[src/rtl/instr_mem_loader_pkg.sv]
// Shared constants for the instruction-memory loader: memory geometry, image byte order,
// and FSM state encodings.
package instr_mem_loader_pkg;

  localparam int unsigned IMEM_ADDR_W = 8;
  localparam int unsigned IMEM_DATA_W = 16;

  // Image words arrive high byte first (big-endian).
  localparam bit IMG_HI_BYTE_FIRST = 1'b1;

  typedef logic [2:0] loader_state_t;

  localparam loader_state_t StIdle = 3'd0;
  localparam loader_state_t StLen  = 3'd1;
  localparam loader_state_t StHi   = 3'd2;
  localparam loader_state_t StLo   = 3'd3;
  localparam loader_state_t StChk  = 3'd4;
  localparam loader_state_t StDone = 3'd5;

endpackage

[src/rtl/instr_mem_loader_if.sv]
// Byte-stream input and instruction-memory write port of the loader.
// The master modport is the loader side; slave is the stream source / memory side.
interface instr_mem_loader_if
  import instr_mem_loader_pkg::*;
#(
  parameter int unsigned ADDR_W = IMEM_ADDR_W
);
  logic [7:0]             byte_in;
  logic                   byte_valid;
  logic                   byte_ready;
  logic                   mem_wr_en;
  logic [ADDR_W-1:0]      mem_wr_addr;
  logic [IMEM_DATA_W-1:0] mem_wr_data;

  modport master (
    input  byte_in, byte_valid,
    output byte_ready, mem_wr_en, mem_wr_addr, mem_wr_data
  );

  modport slave (
    output byte_in, byte_valid,
    input  byte_ready, mem_wr_en, mem_wr_addr, mem_wr_data
  );
endinterface

[src/rtl/instr_mem_loader.sv]
// Streams a length-prefixed big-endian program image into the instruction memory.
// Define CHECKSUM_EN to expect and verify a trailing XOR checksum byte.
module instr_mem_loader
  import instr_mem_loader_pkg::*;
#(
  parameter int unsigned ADDR_W = IMEM_ADDR_W,
  parameter int unsigned LEN_W  = ADDR_W + 1
) (
  input  logic               clk,
  input  logic               rst_n,
  input  logic               start,
  instr_mem_loader_if.master bus,
  output logic [LEN_W-1:0]   prog_len,
  output logic               load_busy,
  output logic               load_done,
  output logic               load_error
);

  loader_state_t          state_q, state_d;
  logic [ADDR_W-1:0]      len_q, len_d;
  logic [ADDR_W-1:0]      idx_q, idx_d;
  logic [7:0]             hi_q, hi_d;
  logic                   wr_en_q, wr_en_d;
  logic [ADDR_W-1:0]      wr_addr_q, wr_addr_d;
  logic [IMEM_DATA_W-1:0] wr_data_q, wr_data_d;
  logic [LEN_W-1:0]       prog_len_q, prog_len_d;
  logic                   err_q, err_d;
  logic                   xfer;

  assign load_busy = (state_q == StLen) || (state_q == StHi) ||
                     (state_q == StLo)  || (state_q == StChk);
  assign load_done = (state_q == StDone);
  assign xfer      = bus.byte_valid && load_busy;

  assign bus.byte_ready  = load_busy;
  assign bus.mem_wr_en   = wr_en_q;
  assign bus.mem_wr_addr = wr_addr_q;
  assign bus.mem_wr_data = wr_data_q;
  assign prog_len        = prog_len_q;

`ifdef CHECKSUM_EN
  logic [7:0] csum_q, csum_d;

  // Running XOR seeded by the length byte, then folded with every data byte.
  always_comb begin
    csum_d = csum_q;
    if (xfer && (state_q == StLen)) begin
      csum_d = bus.byte_in;
    end else if (xfer && ((state_q == StHi) || (state_q == StLo))) begin
      csum_d = csum_q ^ bus.byte_in;
    end
  end

  always_ff @(posedge clk or negedge rst_n) begin
    if (!rst_n) csum_q <= '0;
    else        csum_q <= csum_d;
  end

  assign load_error = err_q;
`else
  assign load_error = 1'b0;
`endif

  always_comb begin
    state_d    = state_q;
    len_d      = len_q;
    idx_d      = idx_q;
    hi_d       = hi_q;
    wr_en_d    = 1'b0;
    wr_addr_d  = wr_addr_q;
    wr_data_d  = wr_data_q;
    prog_len_d = prog_len_q;
    err_d      = err_q;
    case (state_q)
      StIdle: if (start) begin
        prog_len_d = '0;
        err_d      = 1'b0;
        state_d    = StLen;
      end
      StLen: if (xfer) begin
        len_d   = ADDR_W'(bus.byte_in);
        idx_d   = '0;
        state_d = StHi;
      end
      StHi: if (xfer) begin
        hi_d    = bus.byte_in;
        state_d = StLo;
      end
      StLo: if (xfer) begin
        wr_en_d    = 1'b1;
        wr_addr_d  = idx_q;
        wr_data_d  = IMG_HI_BYTE_FIRST ? {hi_q, bus.byte_in} : {bus.byte_in, hi_q};
        prog_len_d = prog_len_q + LEN_W'(1);
        // Index saturates at L so a full 2**ADDR_W image never wraps.
        if (idx_q == len_q) begin
`ifdef CHECKSUM_EN
          state_d = StChk;
`else
          state_d = StDone;
`endif
        end else begin
          idx_d   = idx_q + ADDR_W'(1);
          state_d = StHi;
        end
      end
`ifdef CHECKSUM_EN
      StChk: if (xfer) begin
        err_d   = (bus.byte_in != csum_q);
        state_d = StDone;
      end
`endif
      StDone: if (start) begin
        prog_len_d = '0;
        err_d      = 1'b0;
        state_d    = StLen;
      end
      default: state_d = StIdle;
    endcase
  end

  always_ff @(posedge clk or negedge rst_n) begin
    if (!rst_n) begin
      state_q    <= StIdle;
      len_q      <= '0;
      idx_q      <= '0;
      hi_q       <= '0;
      wr_en_q    <= 1'b0;
      wr_addr_q  <= '0;
      wr_data_q  <= '0;
      prog_len_q <= '0;
      err_q      <= 1'b0;
    end else begin
      state_q    <= state_d;
      len_q      <= len_d;
      idx_q      <= idx_d;
      hi_q       <= hi_d;
      wr_en_q    <= wr_en_d;
      wr_addr_q  <= wr_addr_d;
      wr_data_q  <= wr_data_d;
      prog_len_q <= prog_len_d;
      err_q      <= err_d;
    end
  end

endmodule

[src/flat_wrapper.sv]
// flat-port wrapper written by rule: the top's interface ports become plain ports
module instr_mem_loader_flat import instr_mem_loader_pkg::*;
#(
  parameter int unsigned ADDR_W = IMEM_ADDR_W,
  parameter int unsigned LEN_W  = ADDR_W + 1
)
  (clk, rst_n, start, prog_len, load_busy, load_done, load_error, bus_byte_in, bus_byte_valid, bus_byte_ready, bus_mem_wr_en, bus_mem_wr_addr, bus_mem_wr_data);
  instr_mem_loader_if #(.ADDR_W(ADDR_W)) bus_i ();
  input  logic clk;
  input  logic rst_n;
  input  logic start;
  output logic [LEN_W-1:0] prog_len;
  output logic load_busy;
  output logic load_done;
  output logic load_error;
  input wire logic [$bits(bus_i.byte_in)-1:0] bus_byte_in;
  input wire logic [$bits(bus_i.byte_valid)-1:0] bus_byte_valid;
  output wire logic [$bits(bus_i.byte_ready)-1:0] bus_byte_ready;
  output wire logic [$bits(bus_i.mem_wr_en)-1:0] bus_mem_wr_en;
  output wire logic [$bits(bus_i.mem_wr_addr)-1:0] bus_mem_wr_addr;
  output wire logic [$bits(bus_i.mem_wr_data)-1:0] bus_mem_wr_data;
  assign bus_i.byte_in = bus_byte_in;
  assign bus_i.byte_valid = bus_byte_valid;
  assign bus_byte_ready = bus_i.byte_ready;
  assign bus_mem_wr_en = bus_i.mem_wr_en;
  assign bus_mem_wr_addr = bus_i.mem_wr_addr;
  assign bus_mem_wr_data = bus_i.mem_wr_data;
  instr_mem_loader #(.ADDR_W(ADDR_W), .LEN_W(LEN_W)) u_core (.clk(clk), .rst_n(rst_n), .start(start), .bus(bus_i), .prog_len(prog_len), .load_busy(load_busy), .load_done(load_done), .load_error(load_error));
endmodule
[config.mk]
export PLATFORM = sky130hd
export DESIGN_NAME = instr_mem_loader_flat
export DESIGN_NICKNAME = d
export VERILOG_FILES = /design/src/rtl/instr_mem_loader_pkg.sv /design/src/rtl/instr_mem_loader_if.sv /design/src/rtl/instr_mem_loader.sv /design/src/flat_wrapper.sv
export SDC_FILE = /design/constraint.sdc
export NUM_CORES = 1
export LEC_CHECK = 0
export CELL_PAD_IN_SITES_DETAIL_PLACEMENT = 0
export CELL_PAD_IN_SITES_GLOBAL_PLACEMENT = 2
export CORE_ASPECT_RATIO = 1.2
export CORE_MARGIN = 1.5
export CORE_UTILIZATION = 35
export CTS_CLUSTER_DIAMETER = 150
export DETAILED_ROUTE_END_ITERATION = 10
export GPL_ROUTABILITY_DRIVEN = 0
export PLACE_DENSITY_LB_ADDON = 0.25
export SLEW_MARGIN = 20
export SYNTH_ARGS = -nofsm -noshare
export SYNTH_HDL_FRONTEND = slang
export SYNTH_SLANG_ARGS = --single-unit
[constraint.sdc]
create_clock -name clk -period 3.8 [get_ports clk]
set_clock_uncertainty 0.05 [all_clocks]
set_input_delay 0.57 -clock clk [delete_from_list [all_inputs] [get_ports clk]]
set_output_delay 0.57 -clock clk [all_outputs]
set_load 0.02 [all_outputs]
==> summary.md <==
| Metric | Value |
|---|---|
| Largest net degree at the start of global routing | `40` |
| Warnings, synthesis | `0` |
| Syn_nets | `305` |
| Setup TNS Final | `0 ns` |
| Core area | `7750 um^2` |
| Relative slew margins | `39.9%` |
| Maximum VDD drop | `321 uV` |
| Hold Fails Final Rpt | `0` |
| Final Setup Violations | `0` |
| R2r worst-path depth | `6` |
| HPWL after detailed placement | `3990 um` |
| FF-to-FF Start | `u_core.state_q[0]` |
| Post-synth EDFFs | `0` |
| Critical-path top delay cell | `dfrtp_1` |
| Sequential fraction of the synthesis area | `54.4%` |
| Status | `finished with violations` |
| Chip Height | `101 um` |
| Post-synth top flop | `dfrtp_1` |
| Cell Rows | `35` |
| Diodes inserted | `0` |
| Min Clock Period, post-route | `2.68 ns` |
| CTS tree | `done` |
| Slew @ Worst Pin | `0.901 ns` |
| GR Overflow Total | `0` |
| Clock sink count | `61` |
| Reg clk slew, reported paths | `0.07 ns` |
| Area delta synth->final | `26.4%` |
| R2R setup slack | `1.56 ns` |
| Hold Buf Count CTS | `0` |
| Top Ports | `50` |
| DR vias | `2,103` |
| Global-route wire length before repair | `10,000 um` |
| DIE AREA | `8570 um^2` |
| HP Class | `input port to asynchronous set/reset pin` |
| Worst r2r dst | `u_core.prog_len[2]` |
| Tot GR Track Use | `15.2%` |
| Clk_lat worst skew | `0.34 ns` |
| Post-cts repair resize count | `0` |
| Initial DRC Count | `123` |
| Place WS | `1.09 ns` |
| Fillers | `756` |
| Max Slew Vio Count | `0` |
| Final worst setup slack | `1.12 ns` |
| Die W | `84.8 um` |
| Routed Antenna Nets | `0` |
| Initial Util | `36.2%` |
| Crit-path max FO | `17` |
| Share of cells above drive strength 1 | `12.8%` |
| Final period util | `70.5%` |
| Async SR Flop Fraction | `100%` |
| H-tree depth | `3` |
| Drt via density | `4.83` |
| Maximum clock insertion buffer count | `2` |
| Syn Area/Cell | `9.65 um^2` |
| Setup bufs post-CTS | `0` |
| Slowest stage delay, CP | `0.75 ns` |
| Max Clock Freq | `373 MHz` |
| Setup Crit Path Kind | `flip-flop to output port` |
| RSZ-0062 raised after global routing | `false` |
| Hold WS | `0.313 ns` |
| Crit path launch type | `flip-flop` |
| Power Density | `791 nW/um^2` |
| Drt wl/cell | `14.0 um` |
| Leak pwr | `1.66 nW` |
| Synth Cell Area | `2810 um^2` |
| I/O Buffers | `48` |
| Worst Setup End Kind | `output port` |
| FF+latch count, synth | `61` |
| Clock root buffer | `clkbuf_8` |
| Critical path arrival | `2.06 ns` |
| DRC Markers | `11` |
| Final nets | `352` |
| Drt first pass iters | `8` |
| Vias in the first global route | `2,031` |
| Final WL | `6110 um` |
| Initial antenna violation count | `0` |
| Critical Path RT | `3.18 ns` |
| Crit-path cells | `nand2_1 > nor2_1 > clkdlybuf4s50_1` |
| Num CTS Buffers | `9` |
| Cells after Synth | `291` |
| Failing checks | `DRC` |
| Max-cap violations | `0` |
| Netlist cell types | `45` |
-- kinds of logic after synthesis --
kind of cell | share of synthesized area (%)
AND/OR/NAND/NOR | 25.7
flip-flops | 54.4
AO/OA/AOI/OAI | 6.73
buffers and inverters | 3.21
XOR/XNOR | 4.90
multiplexers | 4.10
adder cells (fa/ha/maj) | 0.891
other | 0.134
-- worst max path at each step --
| stage | from | to | cells after the start |
|---|---|---|---|
| after global routing | u_core.state_q[0] | load_done | 3 |
| after CTS | u_core.state_q[0] | load_done | 3 |
| after detailed placement | bus_byte_valid | u_core.prog_len[2] | 7 |
| final | u_core.state_q[0] | load_done | 3 |
| after floorplan | u_core.state_q[0] | load_busy | 5 |
| after global placement | bus_byte_valid | u_core.prog_len[2] | 7 |
-- cells in the mapped netlist (2+ instances only) --
| cell type | instances | share of area (%) |
|---|---|---|
| xor2_2 | 2 | 1.2 |
| dfrtp_1 | 61 | 54 |
| or2_2 | 2 | 0.45 |
| xnor2_1 | 3 | 0.94 |
| nand4_1 | 2 | 0.45 |
| mux2_2 | 8 | 3.2 |
| nand2b_1 | 2 | 0.45 |
| buf_2 | 9 | 1.6 |
| a21oi_2 | 2 | 0.62 |
| inv_1 | 2 | 0.27 |
| xor2_1 | 9 | 2.8 |
| buf_4 | 2 | 0.53 |
| or3_1 | 2 | 0.45 |
| clkbuf_1 | 2 | 0.27 |
| o21ai_0 | 7 | 1.2 |
| nor2_1 | 17 | 2.3 |
| nand2_1 | 111 | 15 |
| a31oi_1 | 4 | 0.89 |
| ha_1 | 2 | 0.89 |
| a21oi_1 | 6 | 1.1 |
| nor3_1 | 3 | 0.53 |
| a21o_1 | 3 | 0.80 |
| nor4_4 | 2 | 1.5 |
| nand3_1 | 7 | 1.2 |
-- cell usage in the layout, fill, tap and decap left out, types with 2 or more instances in the layout --
master,netlist,routed
a21o_1,3,3
a21oi_1,6,6
a21oi_2,2,2
a31oi_1,4,4
buf_4,2,2
bufinv_16,0,2
clkbuf_8,0,9
clkdlybuf4s50_1,0,47
clkinv_2,0,3
clkinvlp_4,0,2
dfrtp_1,61,61
ha_1,2,2
inv_1,2,2
mux2_2,8,8
nand2_1,111,111
nand2b_1,2,2
nand3_1,7,7
nand4_1,2,2
nor2_1,17,17
nor3_1,3,3
nor4_4,2,2
o21ai_0,7,7
or2_2,2,2
or3_1,2,2
xnor2_1,3,3
xor2_1,9,9
xor2_2,2,2
-- stage by stage --
stage	utilization [%]	area (um^2)	cells	total power [W]
2_1_floorplan	-	2810	291	0.00181
6_report	45.8	3550	435	0.00281
3_3_place_gp	43.0	3330	419	0.00220
3_5_place_dp	43.0	3330	419	0.00221
4_1_cts	45.8	3550	435	0.00285
5_1_grt	45.8	3550	435	0.00300
-- where the power goes --
part           internal, W  total, W  leakage (nW)  switching, W
Sequential        0.000885   0.00110         0.780      0.000213
Clock             0.000365  0.000625         0.105      0.000260
Combinational     0.000498   0.00108         0.775      0.000584
Total              0.00175   0.00281          1.66       0.00106
-- critical path, delay by kind of cell (launching register included) --
kind	cells	cell delay, ns
flip-flops	1	0.75
buffers and inverters	1	0.62
AND/OR/NAND/NOR	2	0.36
-- layer usage --
metal | track usage (%) | up-vias | wire, um
li1 | - | 1044 | -
met1 | 18.9 | 1010 | 2820
met2 | 25.2 | 41 | 2940
met3 | 4.67 | 8 | 239
met4 | 5.67 | 0 | 96
met5 | 0 | - | 0
-- sequential cells by signal (all words and copies together) (netlist names) --
name and flops:
u_core.hi_q 8, u_core.bus.mem_wr_data 16, u_core.bus.mem_wr_addr 8, u_core.bus.mem_wr_en 1, u_core.state_q 3, u_core.prog_len 9
u_core.idx_q 8, u_core.len_q 8
-- area by class of cell --
class | instances | area, um^2 | area share [%]
timing repair buffer | 50 | 490 | 13.8
clock buffer | 9 | 124 | 3.49
sequential | 61 | 1530 | 43.0
clock inverter | 7 | 90.1 | 2.54
inverter | 3 | 11.3 | 0.317
multi-input combinational | 213 | 1190 | 33.6
tap | 92 | 115 | 3.24
Note: power is estimated with default switching activity, not from simulation.
